**src/rtl/cpu_ctrl_pkg.sv**
```systemverilog
// Shared definitions for the hardwired control unit: opcodes, sequencer
// states, opcode classes, ALU select positions and the strobe bundle.
package cpu_ctrl_pkg;

    // Opcodes, taken from IRVal[31:27]
    localparam logic [4:0] OP_LD   = 5'b00000;
    localparam logic [4:0] OP_LDI  = 5'b00001;
    localparam logic [4:0] OP_ST   = 5'b00010;
    localparam logic [4:0] OP_ADD  = 5'b00011;
    localparam logic [4:0] OP_SUB  = 5'b00100;
    localparam logic [4:0] OP_SHR  = 5'b00101;
    localparam logic [4:0] OP_SHL  = 5'b00110;
    localparam logic [4:0] OP_ROR  = 5'b00111;
    localparam logic [4:0] OP_ROL  = 5'b01000;
    localparam logic [4:0] OP_AND  = 5'b01001;
    localparam logic [4:0] OP_OR   = 5'b01010;
    localparam logic [4:0] OP_ADDI = 5'b01011;
    localparam logic [4:0] OP_ANDI = 5'b01100;
    localparam logic [4:0] OP_ORI  = 5'b01101;
    localparam logic [4:0] OP_MUL  = 5'b01110;
    localparam logic [4:0] OP_DIV  = 5'b01111;
    localparam logic [4:0] OP_NEG  = 5'b10000;
    localparam logic [4:0] OP_NOT  = 5'b10001;
    localparam logic [4:0] OP_BR   = 5'b10010;
    localparam logic [4:0] OP_JR   = 5'b10011;
    localparam logic [4:0] OP_IN   = 5'b10101;
    localparam logic [4:0] OP_OUT  = 5'b10110;
    localparam logic [4:0] OP_MFHI = 5'b10111;
    localparam logic [4:0] OP_MFLO = 5'b11000;
    localparam logic [4:0] OP_NOP  = 5'b11001;
    localparam logic [4:0] OP_HALT = 5'b11010;

    // Sequencer states: fetch T0-T2, execute T3-T7
    typedef enum logic [3:0] {
        IDLE, T0, T1, T2, T3, T4, T5, T6, T7, HALTED
    } state_t;

    // Instruction classes sharing one execute sequence
    typedef enum logic [3:0] {
        ALU3, ALUI, ALU2, MULDIV, LD, LDI, ST, BR, JR, IN, OUT, MFHILO, NOP, HALT
    } op_class_t;

    // Bit positions inside the one-hot ALU select vector
    localparam int ALU_W      = 12;
    localparam int ALU_ADD    = 0;
    localparam int ALU_SUB    = 1;
    localparam int ALU_MUL    = 2;
    localparam int ALU_DIV    = 3;
    localparam int ALU_SHR    = 4;
    localparam int ALU_SHL    = 5;
    localparam int ALU_ROR    = 6;
    localparam int ALU_ROL    = 7;
    localparam int ALU_AND    = 8;
    localparam int ALU_OR     = 9;
    localparam int ALU_NEGATE = 10;
    localparam int ALU_NOT    = 11;

    // Every datapath strobe produced in one step
    typedef struct packed {
        logic PCout, MDRout, RZout, HILOout, INPUTout, Cout, BAout, Rout;
        logic PCin, IRin, RYin, RZin, MARin, MDRin, HILOin, CONin, OUTPUTin, Rin;
        logic Gra, Grb, Grc;
        logic Read, Write, IncPC;
        logic [ALU_W-1:0] alu;
    } ctrl_t;

    // Debug step number shown on tstate; IDLE and HALTED read as 0
    function automatic logic [2:0] step_of(input state_t s);
        case (s)
            T1:      return 3'd1;
            T2:      return 3'd2;
            T3:      return 3'd3;
            T4:      return 3'd4;
            T5:      return 3'd5;
            T6:      return 3'd6;
            T7:      return 3'd7;
            default: return 3'd0;
        endcase
    endfunction

endpackage

```
**src/rtl/control_sequencer_if.sv**
```systemverilog
// Control bundle between the sequencer and the datapath: instruction and
// branch flag in, every strobe out.
interface control_sequencer_if #(
    parameter int BITS = 32
);
    logic [BITS-1:0] IRVal;
    logic CON;
    logic PCout, MDRout, RZout, HILOout, INPUTout, Cout, BAout, Rout;
    logic PCin, IRin, RYin, RZin, MARin, MDRin, HILOin, CONin, OUTPUTin, Rin;
    logic Gra, Grb, Grc;
    logic Read, Write, IncPC;
    logic ADD, SUB, MUL, DIV, SHR, SHL, ROR, ROL, AND, OR, NEGATE, NOT;
    logic run;
    logic [2:0] tstate;

    // Sequencer side
    modport master (
        input  IRVal, CON,
        output PCout, MDRout, RZout, HILOout, INPUTout, Cout, BAout, Rout,
        output PCin, IRin, RYin, RZin, MARin, MDRin, HILOin, CONin, OUTPUTin, Rin,
        output Gra, Grb, Grc, Read, Write, IncPC,
        output ADD, SUB, MUL, DIV, SHR, SHL, ROR, ROL, AND, OR, NEGATE, NOT,
        output run, tstate
    );

    // Datapath side
    modport slave (
        output IRVal, CON,
        input  PCout, MDRout, RZout, HILOout, INPUTout, Cout, BAout, Rout,
        input  PCin, IRin, RYin, RZin, MARin, MDRin, HILOin, CONin, OUTPUTin, Rin,
        input  Gra, Grb, Grc, Read, Write, IncPC,
        input  ADD, SUB, MUL, DIV, SHR, SHL, ROR, ROL, AND, OR, NEGATE, NOT,
        input  run, tstate
    );
endinterface

```
**src/rtl/opcode_classifier.sv**
```systemverilog
// Combinational opcode decode: instruction class plus the one-hot ALU
// operation used by that class. Address-forming classes (ld/ldi/st/br)
// carry ADD so the sequencer can use alu_sel uniformly.
module opcode_classifier
    import cpu_ctrl_pkg::*;
(
    input  logic [4:0]       opcode,
    output op_class_t        op_class,
    output logic [ALU_W-1:0] alu_sel
);

    // Map opcode to class and ALU op; unknown opcodes behave as nop
    always_comb begin
        op_class = NOP;
        alu_sel  = '0;
        case (opcode)
            OP_LD:   begin op_class = LD;     alu_sel[ALU_ADD]    = 1'b1; end
            OP_LDI:  begin op_class = LDI;    alu_sel[ALU_ADD]    = 1'b1; end
            OP_ST:   begin op_class = ST;     alu_sel[ALU_ADD]    = 1'b1; end
            OP_ADD:  begin op_class = ALU3;   alu_sel[ALU_ADD]    = 1'b1; end
            OP_SUB:  begin op_class = ALU3;   alu_sel[ALU_SUB]    = 1'b1; end
            OP_SHR:  begin op_class = ALU3;   alu_sel[ALU_SHR]    = 1'b1; end
            OP_SHL:  begin op_class = ALU3;   alu_sel[ALU_SHL]    = 1'b1; end
            OP_ROR:  begin op_class = ALU3;   alu_sel[ALU_ROR]    = 1'b1; end
            OP_ROL:  begin op_class = ALU3;   alu_sel[ALU_ROL]    = 1'b1; end
            OP_AND:  begin op_class = ALU3;   alu_sel[ALU_AND]    = 1'b1; end
            OP_OR:   begin op_class = ALU3;   alu_sel[ALU_OR]     = 1'b1; end
            OP_ADDI: begin op_class = ALUI;   alu_sel[ALU_ADD]    = 1'b1; end
            OP_ANDI: begin op_class = ALUI;   alu_sel[ALU_AND]    = 1'b1; end
            OP_ORI:  begin op_class = ALUI;   alu_sel[ALU_OR]     = 1'b1; end
            OP_MUL:  begin op_class = MULDIV; alu_sel[ALU_MUL]    = 1'b1; end
            OP_DIV:  begin op_class = MULDIV; alu_sel[ALU_DIV]    = 1'b1; end
            OP_NEG:  begin op_class = ALU2;   alu_sel[ALU_NEGATE] = 1'b1; end
            OP_NOT:  begin op_class = ALU2;   alu_sel[ALU_NOT]    = 1'b1; end
            OP_BR:   begin op_class = BR;     alu_sel[ALU_ADD]    = 1'b1; end
            OP_JR:   op_class = JR;
            OP_IN:   op_class = IN;
            OP_OUT:  op_class = OUT;
            OP_MFHI: op_class = MFHILO;
            OP_MFLO: op_class = MFHILO;
            OP_HALT: op_class = HALT;
            default: op_class = NOP;
        endcase
    end

endmodule

```
**src/rtl/control_sequencer.sv**
```systemverilog
// Hardwired control unit: steps fetch T0-T2, then the execute sequence of
// the decoded instruction class, driving every datapath strobe per step.
// Outputs are pure decode of the state register (and IRVal/CON), so an
// asynchronous reset clears them in the same cycle.
module control_sequencer
    import cpu_ctrl_pkg::*;
#(
    parameter int BITS = 32,
    parameter int OPW  = 5
) (
    input  logic clk,
    input  logic reset,
    control_sequencer_if.master bus
);

    state_t           state_reg, state_next;
    ctrl_t            ctl;
    op_class_t        op_class;
    logic [ALU_W-1:0] alu_sel;
    logic [OPW-1:0]   opcode;
    logic             unused_ir_bits;

    assign opcode         = bus.IRVal[BITS-1 -: OPW];
    assign unused_ir_bits = ^bus.IRVal[BITS-OPW-1:0];

    opcode_classifier u_classifier (
        .opcode   (opcode),
        .op_class (op_class),
        .alu_sel  (alu_sel)
    );

    // State register with asynchronous return to IDLE
    always_ff @(posedge clk or posedge reset) begin
        if (reset) state_reg <= IDLE;
        else       state_reg <= state_next;
    end

    // Next state and per-step strobe decode
    always_comb begin
        state_next = T0;
        ctl        = '0;
        case (state_reg)
            IDLE: state_next = T0;
            T0: begin
                ctl.PCout = 1'b1; ctl.MARin = 1'b1; ctl.IncPC = 1'b1; ctl.RZin = 1'b1;
                state_next = T1;
            end
            T1: begin
                ctl.RZout = 1'b1; ctl.PCin = 1'b1; ctl.Read = 1'b1; ctl.MDRin = 1'b1;
                state_next = T2;
            end
            T2: begin
                ctl.MDRout = 1'b1; ctl.IRin = 1'b1;
                state_next = T3;
            end
            T3: begin
                state_next = T4;
                case (op_class)
                    ALU3, ALUI: begin ctl.Grb = 1'b1; ctl.Rout = 1'b1; ctl.RYin = 1'b1; end
                    ALU2: begin
                        ctl.Grb = 1'b1; ctl.Rout = 1'b1; ctl.alu = alu_sel; ctl.RZin = 1'b1;
                    end
                    MULDIV: begin ctl.Gra = 1'b1; ctl.Rout = 1'b1; ctl.RYin = 1'b1; end
                    LD, LDI, ST: begin ctl.Grb = 1'b1; ctl.BAout = 1'b1; ctl.RYin = 1'b1; end
                    BR: begin ctl.Gra = 1'b1; ctl.Rout = 1'b1; ctl.CONin = 1'b1; end
                    JR: begin
                        ctl.Gra = 1'b1; ctl.Rout = 1'b1; ctl.PCin = 1'b1;
                        state_next = T0;
                    end
                    IN: begin
                        ctl.INPUTout = 1'b1; ctl.Gra = 1'b1; ctl.Rin = 1'b1;
                        state_next = T0;
                    end
                    OUT: begin
                        ctl.Gra = 1'b1; ctl.Rout = 1'b1; ctl.OUTPUTin = 1'b1;
                        state_next = T0;
                    end
                    MFHILO: begin
                        ctl.HILOout = 1'b1; ctl.Gra = 1'b1; ctl.Rin = 1'b1;
                        state_next = T0;
                    end
                    HALT:    state_next = HALTED;
                    default: state_next = T0;
                endcase
            end
            T4: begin
                state_next = T5;
                case (op_class)
                    ALU3, MULDIV: begin
                        ctl.Grc  = (op_class == ALU3);
                        ctl.Grb  = (op_class == MULDIV);
                        ctl.Rout = 1'b1; ctl.alu = alu_sel; ctl.RZin = 1'b1;
                    end
                    ALUI, LD, LDI, ST: begin ctl.Cout = 1'b1; ctl.alu = alu_sel; ctl.RZin = 1'b1; end
                    ALU2: begin
                        ctl.RZout = 1'b1; ctl.Gra = 1'b1; ctl.Rin = 1'b1;
                        state_next = T0;
                    end
                    BR:      begin ctl.PCout = 1'b1; ctl.RYin = 1'b1; end
                    default: state_next = T0;
                endcase
            end
            T5: begin
                state_next = T0;
                case (op_class)
                    ALU3, ALUI, LDI: begin ctl.RZout = 1'b1; ctl.Gra = 1'b1; ctl.Rin = 1'b1; end
                    MULDIV: begin ctl.RZout = 1'b1; ctl.HILOin = 1'b1; end
                    LD, ST: begin
                        ctl.RZout = 1'b1; ctl.MARin = 1'b1;
                        state_next = T6;
                    end
                    BR: begin
                        ctl.Cout = 1'b1; ctl.alu = alu_sel; ctl.RZin = 1'b1;
                        state_next = T6;
                    end
                    default: state_next = T0;
                endcase
            end
            T6: begin
                state_next = T0;
                case (op_class)
                    LD: begin ctl.Read = 1'b1; ctl.MDRin = 1'b1; state_next = T7; end
                    ST: begin
                        ctl.Gra = 1'b1; ctl.Rout = 1'b1; ctl.MDRin = 1'b1;
                        state_next = T7;
                    end
                    // Branch target is committed only when the condition holds
                    BR: begin ctl.RZout = bus.CON; ctl.PCin = bus.CON; end
                    default: state_next = T0;
                endcase
            end
            T7: begin
                state_next = T0;
                case (op_class)
                    LD:      begin ctl.MDRout = 1'b1; ctl.Gra = 1'b1; ctl.Rin = 1'b1; end
                    ST:      ctl.Write = 1'b1;
                    default: ctl.Write = 1'b0;
                endcase
            end
            HALTED:  state_next = HALTED;
            default: state_next = IDLE;
        endcase
    end

    assign bus.run    = (state_reg != IDLE) && (state_reg != HALTED);
    assign bus.tstate = step_of(state_reg);

    assign bus.PCout    = ctl.PCout;
    assign bus.MDRout   = ctl.MDRout;
    assign bus.RZout    = ctl.RZout;
    assign bus.HILOout  = ctl.HILOout;
    assign bus.INPUTout = ctl.INPUTout;
    assign bus.Cout     = ctl.Cout;
    assign bus.BAout    = ctl.BAout;
    assign bus.Rout     = ctl.Rout;
    assign bus.PCin     = ctl.PCin;
    assign bus.IRin     = ctl.IRin;
    assign bus.RYin     = ctl.RYin;
    assign bus.RZin     = ctl.RZin;
    assign bus.MARin    = ctl.MARin;
    assign bus.MDRin    = ctl.MDRin;
    assign bus.HILOin   = ctl.HILOin;
    assign bus.CONin    = ctl.CONin;
    assign bus.OUTPUTin = ctl.OUTPUTin;
    assign bus.Rin      = ctl.Rin;
    assign bus.Gra      = ctl.Gra;
    assign bus.Grb      = ctl.Grb;
    assign bus.Grc      = ctl.Grc;
    assign bus.Read     = ctl.Read;
    assign bus.Write    = ctl.Write;
    assign bus.IncPC    = ctl.IncPC;
    assign bus.ADD      = ctl.alu[ALU_ADD];
    assign bus.SUB      = ctl.alu[ALU_SUB];
    assign bus.MUL      = ctl.alu[ALU_MUL];
    assign bus.DIV      = ctl.alu[ALU_DIV];
    assign bus.SHR      = ctl.alu[ALU_SHR];
    assign bus.SHL      = ctl.alu[ALU_SHL];
    assign bus.ROR      = ctl.alu[ALU_ROR];
    assign bus.ROL      = ctl.alu[ALU_ROL];
    assign bus.AND      = ctl.alu[ALU_AND];
    assign bus.OR       = ctl.alu[ALU_OR];
    assign bus.NEGATE   = ctl.alu[ALU_NEGATE];
    assign bus.NOT      = ctl.alu[ALU_NOT];

endmodule
```
**src/flat_wrapper.sv**
```systemverilog
// flat-port wrapper written by rule: the top's interface ports become plain ports
module control_sequencer_flat import cpu_ctrl_pkg::*;
#(
    parameter int BITS = 32,
    parameter int OPW  = 5
)
  (clk, reset, bus_IRVal, bus_CON, bus_PCout, bus_MDRout, bus_RZout, bus_HILOout, bus_INPUTout, bus_Cout, bus_BAout, bus_Rout, bus_PCin, bus_IRin, bus_RYin, bus_RZin, bus_MARin, bus_MDRin, bus_HILOin, bus_CONin, bus_OUTPUTin, bus_Rin, bus_Gra, bus_Grb, bus_Grc, bus_Read, bus_Write, bus_IncPC, bus_ADD, bus_SUB, bus_MUL, bus_DIV, bus_SHR, bus_SHL, bus_ROR, bus_ROL, bus_AND, bus_OR, bus_NEGATE, bus_NOT, bus_run, bus_tstate);
  control_sequencer_if #(.BITS(BITS)) bus_i ();
  input  logic clk;
  input  logic reset;
  input wire logic [$bits(bus_i.IRVal)-1:0] bus_IRVal;
  input wire logic [$bits(bus_i.CON)-1:0] bus_CON;
  output wire logic [$bits(bus_i.PCout)-1:0] bus_PCout;
  output wire logic [$bits(bus_i.MDRout)-1:0] bus_MDRout;
  output wire logic [$bits(bus_i.RZout)-1:0] bus_RZout;
  output wire logic [$bits(bus_i.HILOout)-1:0] bus_HILOout;
  output wire logic [$bits(bus_i.INPUTout)-1:0] bus_INPUTout;
  output wire logic [$bits(bus_i.Cout)-1:0] bus_Cout;
  output wire logic [$bits(bus_i.BAout)-1:0] bus_BAout;
  output wire logic [$bits(bus_i.Rout)-1:0] bus_Rout;
  output wire logic [$bits(bus_i.PCin)-1:0] bus_PCin;
  output wire logic [$bits(bus_i.IRin)-1:0] bus_IRin;
  output wire logic [$bits(bus_i.RYin)-1:0] bus_RYin;
  output wire logic [$bits(bus_i.RZin)-1:0] bus_RZin;
  output wire logic [$bits(bus_i.MARin)-1:0] bus_MARin;
  output wire logic [$bits(bus_i.MDRin)-1:0] bus_MDRin;
  output wire logic [$bits(bus_i.HILOin)-1:0] bus_HILOin;
  output wire logic [$bits(bus_i.CONin)-1:0] bus_CONin;
  output wire logic [$bits(bus_i.OUTPUTin)-1:0] bus_OUTPUTin;
  output wire logic [$bits(bus_i.Rin)-1:0] bus_Rin;
  output wire logic [$bits(bus_i.Gra)-1:0] bus_Gra;
  output wire logic [$bits(bus_i.Grb)-1:0] bus_Grb;
  output wire logic [$bits(bus_i.Grc)-1:0] bus_Grc;
  output wire logic [$bits(bus_i.Read)-1:0] bus_Read;
  output wire logic [$bits(bus_i.Write)-1:0] bus_Write;
  output wire logic [$bits(bus_i.IncPC)-1:0] bus_IncPC;
  output wire logic [$bits(bus_i.ADD)-1:0] bus_ADD;
  output wire logic [$bits(bus_i.SUB)-1:0] bus_SUB;
  output wire logic [$bits(bus_i.MUL)-1:0] bus_MUL;
  output wire logic [$bits(bus_i.DIV)-1:0] bus_DIV;
  output wire logic [$bits(bus_i.SHR)-1:0] bus_SHR;
  output wire logic [$bits(bus_i.SHL)-1:0] bus_SHL;
  output wire logic [$bits(bus_i.ROR)-1:0] bus_ROR;
  output wire logic [$bits(bus_i.ROL)-1:0] bus_ROL;
  output wire logic [$bits(bus_i.AND)-1:0] bus_AND;
  output wire logic [$bits(bus_i.OR)-1:0] bus_OR;
  output wire logic [$bits(bus_i.NEGATE)-1:0] bus_NEGATE;
  output wire logic [$bits(bus_i.NOT)-1:0] bus_NOT;
  output wire logic [$bits(bus_i.run)-1:0] bus_run;
  output wire logic [$bits(bus_i.tstate)-1:0] bus_tstate;
  assign bus_i.IRVal = bus_IRVal;
  assign bus_i.CON = bus_CON;
  assign bus_PCout = bus_i.PCout;
  assign bus_MDRout = bus_i.MDRout;
  assign bus_RZout = bus_i.RZout;
  assign bus_HILOout = bus_i.HILOout;
  assign bus_INPUTout = bus_i.INPUTout;
  assign bus_Cout = bus_i.Cout;
  assign bus_BAout = bus_i.BAout;
  assign bus_Rout = bus_i.Rout;
  assign bus_PCin = bus_i.PCin;
  assign bus_IRin = bus_i.IRin;
  assign bus_RYin = bus_i.RYin;
  assign bus_RZin = bus_i.RZin;
  assign bus_MARin = bus_i.MARin;
  assign bus_MDRin = bus_i.MDRin;
  assign bus_HILOin = bus_i.HILOin;
  assign bus_CONin = bus_i.CONin;
  assign bus_OUTPUTin = bus_i.OUTPUTin;
  assign bus_Rin = bus_i.Rin;
  assign bus_Gra = bus_i.Gra;
  assign bus_Grb = bus_i.Grb;
  assign bus_Grc = bus_i.Grc;
  assign bus_Read = bus_i.Read;
  assign bus_Write = bus_i.Write;
  assign bus_IncPC = bus_i.IncPC;
  assign bus_ADD = bus_i.ADD;
  assign bus_SUB = bus_i.SUB;
  assign bus_MUL = bus_i.MUL;
  assign bus_DIV = bus_i.DIV;
  assign bus_SHR = bus_i.SHR;
  assign bus_SHL = bus_i.SHL;
  assign bus_ROR = bus_i.ROR;
  assign bus_ROL = bus_i.ROL;
  assign bus_AND = bus_i.AND;
  assign bus_OR = bus_i.OR;
  assign bus_NEGATE = bus_i.NEGATE;
  assign bus_NOT = bus_i.NOT;
  assign bus_run = bus_i.run;
  assign bus_tstate = bus_i.tstate;
  control_sequencer #(.BITS(BITS), .OPW(OPW)) u_core (.clk(clk), .reset(reset), .bus(bus_i));
endmodule
```
**config.mk**
```make
export PLATFORM = sky130hd
export DESIGN_NAME = control_sequencer_flat
export DESIGN_NICKNAME = d
export VERILOG_FILES = /design/src/rtl/cpu_ctrl_pkg.sv /design/src/rtl/control_sequencer_if.sv /design/src/rtl/opcode_classifier.sv /design/src/rtl/control_sequencer.sv /design/src/flat_wrapper.sv
export SDC_FILE = /design/constraint.sdc
export NUM_CORES = 1
export LEC_CHECK = 0
export ABC_AREA = 0
export CAP_MARGIN = 20
export CORE_ASPECT_RATIO = 1.1
export CORE_MARGIN = 2
export CORE_UTILIZATION = 31
export CTS_BUF_LIST = sky130_fd_sc_hd__clkbuf_16
export DETAILED_ROUTE_END_ITERATION = 6
export GPL_ROUTABILITY_DRIVEN = 1
export PLACE_DENSITY = 0.81
export SETUP_SLACK_MARGIN = 0.1
export SLEW_MARGIN = 10
export SYNTH_ARGS = -nofsm -noshare
export SYNTH_HDL_FRONTEND = slang
export SYNTH_SLANG_ARGS = --single-unit
export TNS_END_PERCENT = 10
```
**constraint.sdc**
```tcl
create_clock -name clk -period 1.8 [get_ports clk]
set_input_delay 0.36 -clock clk [delete_from_list [all_inputs] [get_ports clk]]
set_output_delay 0.36 -clock clk [all_outputs]
set_load 0.005 [all_outputs]
```
== After elaboration in Yosys (flattened, before gate mapping) ==
Index checks and enable logic that the tools add are counted.

* Register bits after elaboration: 4
* Bits of input ports: 35
* Output and inout port bits: 40
* Word-level logic and storage cells: 142

* Equality and inequality tests: 46
* Mux-type cells: 68
* Reduce and logical (&&, ||, !) cells: 27

{| class="wikitable"
|+ Operators with widths
! cell !! number
|-
| 4-bit case mux with 13 select lines || 1
|-
| 5-bit equality test, second input constant || 9
|-
| 5-bit by 4-bit equality test with 1-bit output, second input constant || 8
|-
| 1-bit two-way mux || 37
|-
| 12-bit two-way mux || 3
|-
| 12-bit case mux with 3 select lines || 1
|-
| 4-bit case mux with 9 select lines || 1
|-
| 4-bit by 3-bit equality test with 1-bit output, second input constant || 8
|-
| 4-bit equality test, second input constant || 7
|-
| 6-bit OR reduction || 4
|-
| 3-bit case mux with 7 select lines || 1
|-
| 5-bit by 3-bit equality test with 1-bit output, second input constant || 4
|-
| 2-bit OR reduction || 9
|-
| 4-bit by 2-bit equality test with 1-bit output, second input constant || 4
|-
| 1-bit case mux with 2 select lines || 8
|-
| 8-bit OR reduction || 2
|-
| 7-bit OR reduction || 2
|-
| 2-bit two-way mux || 6
|-
| 1-bit case mux with 4 select lines || 3
|-
| 3-bit OR reduction || 4
|-
| 5-bit by 2-bit equality test with 1-bit output, second input constant || 2
|-
| 4-bit by 1-bit equality test with 1-bit output, second input constant || 2
|-
| 4-bit logical NOT || 2
|-
| 4-bit case mux with 2 select lines || 1
|-
| 10 further kinds || 12
|}

== Logic depth before layout (Yosys ltp) ==
Gate-level depths: netlist of the first run.

* Depth after elaboration: 7
* Depth in mapped cells: 6
* Mapped depth without buffers: 4

== Modules after synthesis ==
A second synthesis of the first run with hierarchy kept.

* Cell total of the unflattened synthesis: 192
* Area, all modules: 1,298.7 um^2

{| class="wikitable"
|+ Modules (own cells, without submodules)
! module !! times used !! cells an instance !! area an instance (um^2) !! sequential area each (um^2)
|-
| control_sequencer || 1 || 142 || 980.9 || 100.1
|-
| opcode_classifier || 1 || 50 || 317.8 || 0.0
|}

== Worst setup path after synthesis of the first run ==
No wires, ideal clock.

* Path kind: register -> output
* Start point: register u_core.state_reg[1]
* End point: output port bus_Gra
* Arrival time: 1,433 ps
* Slack: 7 ps
* Stages on the path, launching flop included: 6
* Cells stage by stage: dfrtp_1 buf_6 or4b_4 o32a_1 o21ai_1 a21o_1

* Cells in the longest elaborated chain, start to end: 2
* Elaborated cells on any way between the ends: 6

{| class="wikitable"
|+ Ends and longest elaborated chain
! item !! RTL line !! source
|-
| start, declared || control_sequencer.sv:16 || <nowiki>state_t state_reg, state_next;</nowiki>
|-
| start signal, assigned || control_sequencer.sv:35 || <nowiki>else state_reg <= state_next;</nowiki>
|-
| 4-bit equality test or 4-bit by 3-bit equality test with 1-bit output (tied branches) || control_sequencer.sv:42 || <nowiki>case (state_reg)</nowiki>
|-
| 1-bit case mux with 5 select lines (*) || control_sequencer.sv:42 ||
|-
| end, declared || flat_wrapper.sv:31 || <nowiki>output wire logic [$bits(bus_i.Gra)-1:0] bus_Gra;</nowiki>
|}

Every way passes the cells marked *; elsewhere a longest branch is shown, timed or not.

== Worst setup path in the final report of the first run ==
* Start point: register u_core.state_reg[0]
* End point: output port bus_Rout

* Cells in the longest elaborated chain, start to end: 2
* Elaborated cells on any way between the ends: 4

{| class="wikitable"
|+ Ends and longest elaborated chain
! item !! RTL line !! source
|-
| 4-bit by 3-bit equality test with 1-bit output || control_sequencer.sv:42 ||
|-
| 1-bit case mux with 3 select lines (*) || control_sequencer.sv:42 ||
|-
| end, declared || flat_wrapper.sv:20 || <nowiki>output wire logic [$bits(bus_i.Rout)-1:0] bus_Rout;</nowiki>
|}

Marked as above.

==> reports/qor.txt, run 1 <==
Synth Area per Inst - 6.42 um^2
Critical-path maximum fanout - 2
Number of synthesized register bits - 4
Mapped Area - 1030 um^2
# H-tree levels - 1
Synth cell types - 50
CTS buffer count - 3
Starting Density - 0.331
Slack of the critical path - -0.437 ns
CTS sink cnt - 4
Final setup skew - 0.00584 ns
Core Area - 3130 um^2
Die X - 59.1 um
Setup Viol. Count Final - 37
Count leader, synth - nor2_1
DP HPWL - 3380 um
Clk root buf - clkbuf_16
Worst path required time - 1.44 ns
MaxCap Viol Count - 0
Outcome - complete, but fails checks
Global-route wire length before repair - 8670 um
Global Route Usage Sum - 0.293
Final hold violation count - 0
I/O pin cnt - 75
Max-slew headroom - 0.762
Per-cell routed wire length - 18.1 um
DR vias - 1800
Final min period - 2.24 ns
Site Rows - 21
Leak Pwr - 1.18 nW
Most frequent cells after synthesis - 24 x nor2_1, 15 x nand2_1, 12 x a21oi_1, 12 x buf_2, 9 x nor3_1
Area growth syn-to-layout - 134%
DR pass1 iterations - 4
CP Launch Type - flip-flop
Die Y - 64.6 um
Final worst-path cycle share - 1.24
Final nets - 316
Seq/Total Area, Yosys - 0.0969
Clk_lat worst skew - 0.23 ns
Clk slew on worst S/H paths - 0.03 ns
Post-synth top flop - dfrtp_1
Area contributors post-synth - dfrtp_1 9.7%, nor2_1 8.7%, a21oi_1 5.8%
Syn Inst Count - 161
GRT overflow - 0
Antenna diodes - 0
Tot Pwr - 2.47 mW
Layout cell share with drive strength beyond 1 - 0.667
CP Capture Type - primary output
Clock Path Buffers - 2
Initial DRC Count - 100
Pin count of the biggest net entering global routing - 17
Max Freq - 447 MHz
Routed Antenna Nets - 0
Asr flop ratio synth - 1.00
Fin util - 0.774
Post-synth EDFFs - 0
Pwr dens - 1020 nW/um^2
Hold Path Class - in -> async
Max-slew violations - 0
Full die area - 3810 um^2
Initial antenna violation count - 0
Post-DR vias/cell - 5.75
RD Place Congestion - 0.912
Maximum VDD drop - 0.446 mV
Vias in the first global route - 1770
CTS tree - built
Yosys warnings - 0
Residual DRC - 0
Yosys top cell by area - dfrtp_1
Failing checks - negative setup slack
Mapped Nets - 196
DRT Wirelength - 5660 um
Kind of critical path - reg -> out
Port Buffers - 47
Max FFs per register - 4
Share of the synthesized area in the top cell type - 0.0969
Slew @ Worst Pin - 0.353 ns
Unrepaired setup endpoints after global routing - true
Worst EP arrival - 1.88 ns
[timing repair]
item                                    in CTS  in global routing
hold buffers                                 0                  0
pin swaps                                   23                 16
endpoints found under the hold margin        0                  0
buffers inserted                            24                  3
endpoints found under the setup margin      44                 42
resized for setup                          195                 59
[per-layer routing]
| layer | track usage | wire length, um | up-vias |
|---|---|---|---|
| met2 | 0.514 | 2920 | 100 |
| li1 | - | - | 823 |
| met5 | 0 | 0 | - |
| met1 | 0.350 | 2130 | 849 |
| met3 | 0.0240 | 324 | 28 |
| met4 | 0.145 | 285 | 0 |
[kinds of logic after synthesis]
family / Yosys count / synth area share
simple gates: 89 / 0.493
compound gates: 42 / 0.266
buf+inv: 21 / 0.102
xor+xnor: 5 / 0.0424
flops: 4 / 0.0969
[through the flow]
step / cell area (um^2) / cells / TNS [ns] / hold WS (ns) / setup slack [ns]
floorplan: 1040 / 161 / 0 / 0.126 / 0.0111
global placement: 1890 / 283 / -27.86 / 0.553 / -0.987
detailed placement: 1890 / 283 / -28.04 / 0.557 / -0.979
CTS: 2320 / 310 / -9.24 / 0.322 / -0.424
global route: 2420 / 313 / -9.68 / 0.352 / -0.457
finish: 2420 / 313 / -8.14 / 0.312 / -0.437
[power breakdown]
part / switching (mW) / internal, mW
logic: 0.954 / 0.997
registers: 0.0347 / 0.127
clock network: 0.0676 / 0.284
total: 1.06 / 1.41
[final timing paths]
| check | start | to | slack [ns] | depth (start not counted) |
|---|---|---|---|---|
| min | reset | u_core.state_reg[0] | 0.31 | 2 |
| min reg2reg | u_core.state_reg[1] | u_core.state_reg[0] | 0.70 | 2 |
| max reg2reg | u_core.state_reg[3] | u_core.state_reg[2] | 0.15 | 6 |
| max in group asynchronous | reset | u_core.state_reg[3] | 1.32 | 2 |
| max | u_core.state_reg[0] | bus_Rout | -0.44 | 5 |
| min in group clk | u_core.state_reg[1] | u_core.state_reg[0] | 0.70 | 2 |
[cell type report]
type	instances	area, um^2
clock buffers	3	75.1
fillers	198	707
well taps	34	42.5
repair buffers	132	1050
flip-flops and latches	4	103
multi-input cells	136	1140
inverters	4	15.0
[placed cells by master (no fill, tap or decap), types with 3 or more instances in the layout]
master and count:
clkdlybuf4s15_2 3, nor2_2 7, nand3_1 4, nor3_4 4, nand2b_4 4, xor2_1 3
o21ai_1 5, a21oi_1 9, nor2b_4 3, nor3_2 5, buf_6 25, nand2_1 12
buf_4 60, clkbuf_2 5, nand4_1 5, clkbuf_16 3, dlygate4sd2_1 6, nor2_1 15
buf_2 28, inv_1 4, a21oi_2 3, a21o_1 3
[critical path, stage by stage (launching register included)]
cell             delay (ns)
dfrtp_1                0.39
or4b_4                 0.58
buf_4                  0.17
o32ai_2                0.13
a32o_1                 0.18
clkdlybuf4s15_2        0.20
No activity file was read; power rests on OpenSTA's default activity.
==> run 2, diff against run 1 <==
==> constraint.sdc (replaced) <==
create_clock -name clk -period 1.8 [get_ports clk]
set_input_delay 0.18 -clock clk [delete_from_list [all_inputs] [get_ports clk]]
set_output_delay 0.18 -clock clk [all_outputs]
set_load 0.005 [all_outputs]
==> run 2 against run 1 <==
Net effect:
- total power down 8.3%
- sequential share of layout area grew 0.31 points
- global-route usage fell by 3.5 points
- via count is 3.9% lower
- clock skew decreased by 0.0035 ns
- sequential power about the same
- the run still ends with negative setup slack left
- critical path type unchanged
- design area shrank 8.0%
- routed wire length down 15%
- register-to-register slack is essentially flat
- largest power group unchanged
- setup slack better by 0.22 ns
==> reports/qor.txt, run 2 (synthesized netlist as in run 1, its figures left out) <==
Routed Antenna Nets - 0 (unchanged)
Critical-path maximum fanout - 6 (+4)
Site Rows - 21 (unchanged)
RR Endpoint - u_core.state_reg[2]
Final nets - 308 (-2.5%)
Area growth syn-to-layout - 115%
CTS tree - built
Initial antenna violation count - 0 (unchanged)
Worst EP arrival - 1.84 ns (-0.04 ns)
CP Launch Type - flip-flop
Vias in the first global route - 1722 (-2.7%)
Clk root buf - clkbuf_16
Critical path, cell by cell - or4b_4 -> o32a_1 -> o21ai_2 -> a21o_1 -> buf_2
Flop pwr share - 0.071 (+0.005)
Max-slew violations - 0 (unchanged)
Hold Path Class - in -> async
Setup crit end - bus_Gra
Setup Viol. Count Final - 18 (-51%)
Commonest non-fill, non-tap cell in the layout - buf_4
CTS sink cnt - 4 (unchanged)
Switching Power - 0.908 mW (-14%)
FF-to-FF setup slack - 0.16 ns (about the same)
Max-slew headroom - 0.713 (-0.0489)
Pwr dens - 1020 nW/um^2 (-0.32%)
Filler cell count - 217 (+9.6%)
Residual DRC - 0 (unchanged)
Worst path bufs/invs - 1 (-1)
Die Y - 64.6 um (unchanged)
Slack of the critical path - -0.222 ns (+0.216 ns)
Final hold violation count - 0 (unchanged)
# H-tree levels - 1 (unchanged)
Reg2reg path depth - 7 (+1)
GRT overflow - 0 (unchanged)
Per-cell routed wire length - 15.9 um (-12%)
Antenna diodes - 0 (unchanged)
Final min period - 2.02 ns (-0.216 ns)
Max Freq - 495 MHz (+11%)
Core Area - 3130 um^2 (unchanged)
Clk_lat worst skew - 0.22 ns (about the same)
Tot Pwr - 2.26 mW (-8.3%)
Final setup skew - 0.00235 ns (-0.00349 ns)
Unrepaired setup endpoints after global routing - true
Final worst-path cycle share - 1.12 (-0.120)
DP Worst Slack - -0.601 ns (+0.378 ns)
CP Capture Type - primary output
Critical path depth - 5 (unchanged)
Global-route wire length before repair - 7860 um (-9.3%)
Post-DR vias/cell - 5.67 (-1.4%)
Critical path origin - u_core.state_reg[3]
Switching Fraction - 0.402 (-0.0268)
Clock Path Buffers - 2 (unchanged)
Clk slew on worst S/H paths - 0.03 ns (about the same)
CTS buffer count - 3 (unchanged)
CP delay by family, top - simple AND/OR/NAND/NOR gates
Slowest stage delay, CP - 0.57 ns (about the same)
RD Place Congestion - 1.00 (+9.8%)
Worst path required time - 1.62 ns (+0.18 ns)
I/O pin cnt - 75 (unchanged)
Leak Pwr - 1.16 nW (-1.7%)
Critical R2R Launch - u_core.state_reg[0]
DP HPWL - 3310 um (-2.0%)
Layout cell share with drive strength beyond 1 - 0.598 (-0.0689)
Most frequent cells in the layout - 63 x buf_4, 26 x buf_2, 15 x nand2_1, 15 x buf_6, 13 x nor2_1
DR vias - 1729 (-3.9%)
P_int - 1.35 mW (-4.0%)
Hold-fix buffer count after cts - 0 (unchanged)
Maximum VDD drop - 0.450 mV (+0.76%)
Port Buffers - 47 (unchanged)
Full die area - 3810 um^2 (unchanged)
Global Route Usage Sum - 0.259 (-0.0348)
DRT Wirelength - 4840 um (-15%)
Max FFs per register - 4 (unchanged)
Pin count of the biggest net entering global routing - 18 (+1)
Slew @ Worst Pin - 0.425 ns (+0.0717 ns)
Crit path max-delay cell type - or4b_4
Die X - 59.1 um (unchanged)
Outcome - complete, but fails checks
Initial DRC Count - 76 (-24%)
Power share of the combinational group - 0.778 (-0.014)
Clk pwr share - 0.151 (+0.008)
Fin util - 0.712 (-0.0620)
Failing checks - negative setup slack
Starting Density - 0.331 (unchanged)
Kind of critical path - reg -> out
MaxCap Viol Count - 0 (unchanged)
DR pass1 iterations - 4 (unchanged)
run 2: changes by cell type in the layout (fill, tap and decap cells not counted), moves of 3 or more:
cell / previous run / this run
buf_4: 60 / 63
dlymetal6s2s_1: 1 / 6
nand2b_4: 4 / 1
buf_6: 25 / 15
o21ai_0: 2 / 6
o21ai_1: 5 / 1
nand2_1: 12 / 15
nor3_4: 4 / 1
run 2: worst min-delay path by stage:
stage                      from                   to  slack [ns]  cells after the start
after CTS                 reset  u_core.state_reg[0]        0.15                      2
after global routing      reset  u_core.state_reg[0]        0.17                      2
after floorplan           reset  u_core.state_reg[0]       -0.05                      1
after global placement    reset  u_core.state_reg[0]        0.38                      2
after detailed placement  reset  u_core.state_reg[3]        0.38                      2
final                     reset  u_core.state_reg[0]        0.15                      2
run 2: what timing repair did:
item / CTS / global route
setup endpoints to repair: 43 / 40
resized for setup: 172 / 31
setup buffers: 13 / 4
pin swaps: 23 / 10
gates cloned: 1 / 0
endpoints found under the hold margin: 0 / 0
run 2: routing by layer:
| metal | wire length (um) | track usage | vias up |
|---|---|---|---|
| li1 | - | - | 811 |
| met1 | 1920 | 0.310 | 804 |
| met2 | 2370 | 0.443 | 93 |
| met3 | 353 | 0.0539 | 21 |
| met4 | 195 | 0.0994 | 0 |
| met5 | 0 | 0 | - |
run 2: power groups by stage:
| stage | clock network, mW | logic (mW) | registers (mW) |
|---|---|---|---|
| final | 0.341 | 1.76 | 0.160 |
| after global routing | 0.362 | 1.88 | 0.163 |
| after floorplan | 0 | 0.702 | 0.141 |
| after detailed placement | 0 | 1.50 | 0.153 |
| after global placement | 0 | 1.49 | 0.150 |
| after CTS | 0.349 | 1.66 | 0.161 |
run 2: layout make-up:
| class | count | area (um^2) | share of cell area |
|---|---|---|---|
| clock buffers | 3 | 75.1 | 0.0337 |
| inverters | 4 | 15.0 | 0.00675 |
| multi-input cells | 136 | 1030 | 0.461 |
| flip-flops and latches | 4 | 101 | 0.0455 |
| well taps | 34 | 42.5 | 0.0191 |
| repair buffers | 124 | 965 | 0.433 |
run 2: through the flow:
| stage | instance area (um^2) | setup TNS [ns] | std cells | hold WS (ns) |
|---|---|---|---|---|
| after floorplan | 1030 | 0 | 161 | -0.0539 |
| after global placement | 1900 | -14.31 | 284 | 0.375 |
| after detailed placement | 1900 | -15.11 | 284 | 0.381 |
| after CTS | 2150 | -2.84 | 301 | 0.150 |
| after global routing | 2230 | -3.06 | 305 | 0.169 |
| final | 2230 | -1.73 | 305 | 0.146 |
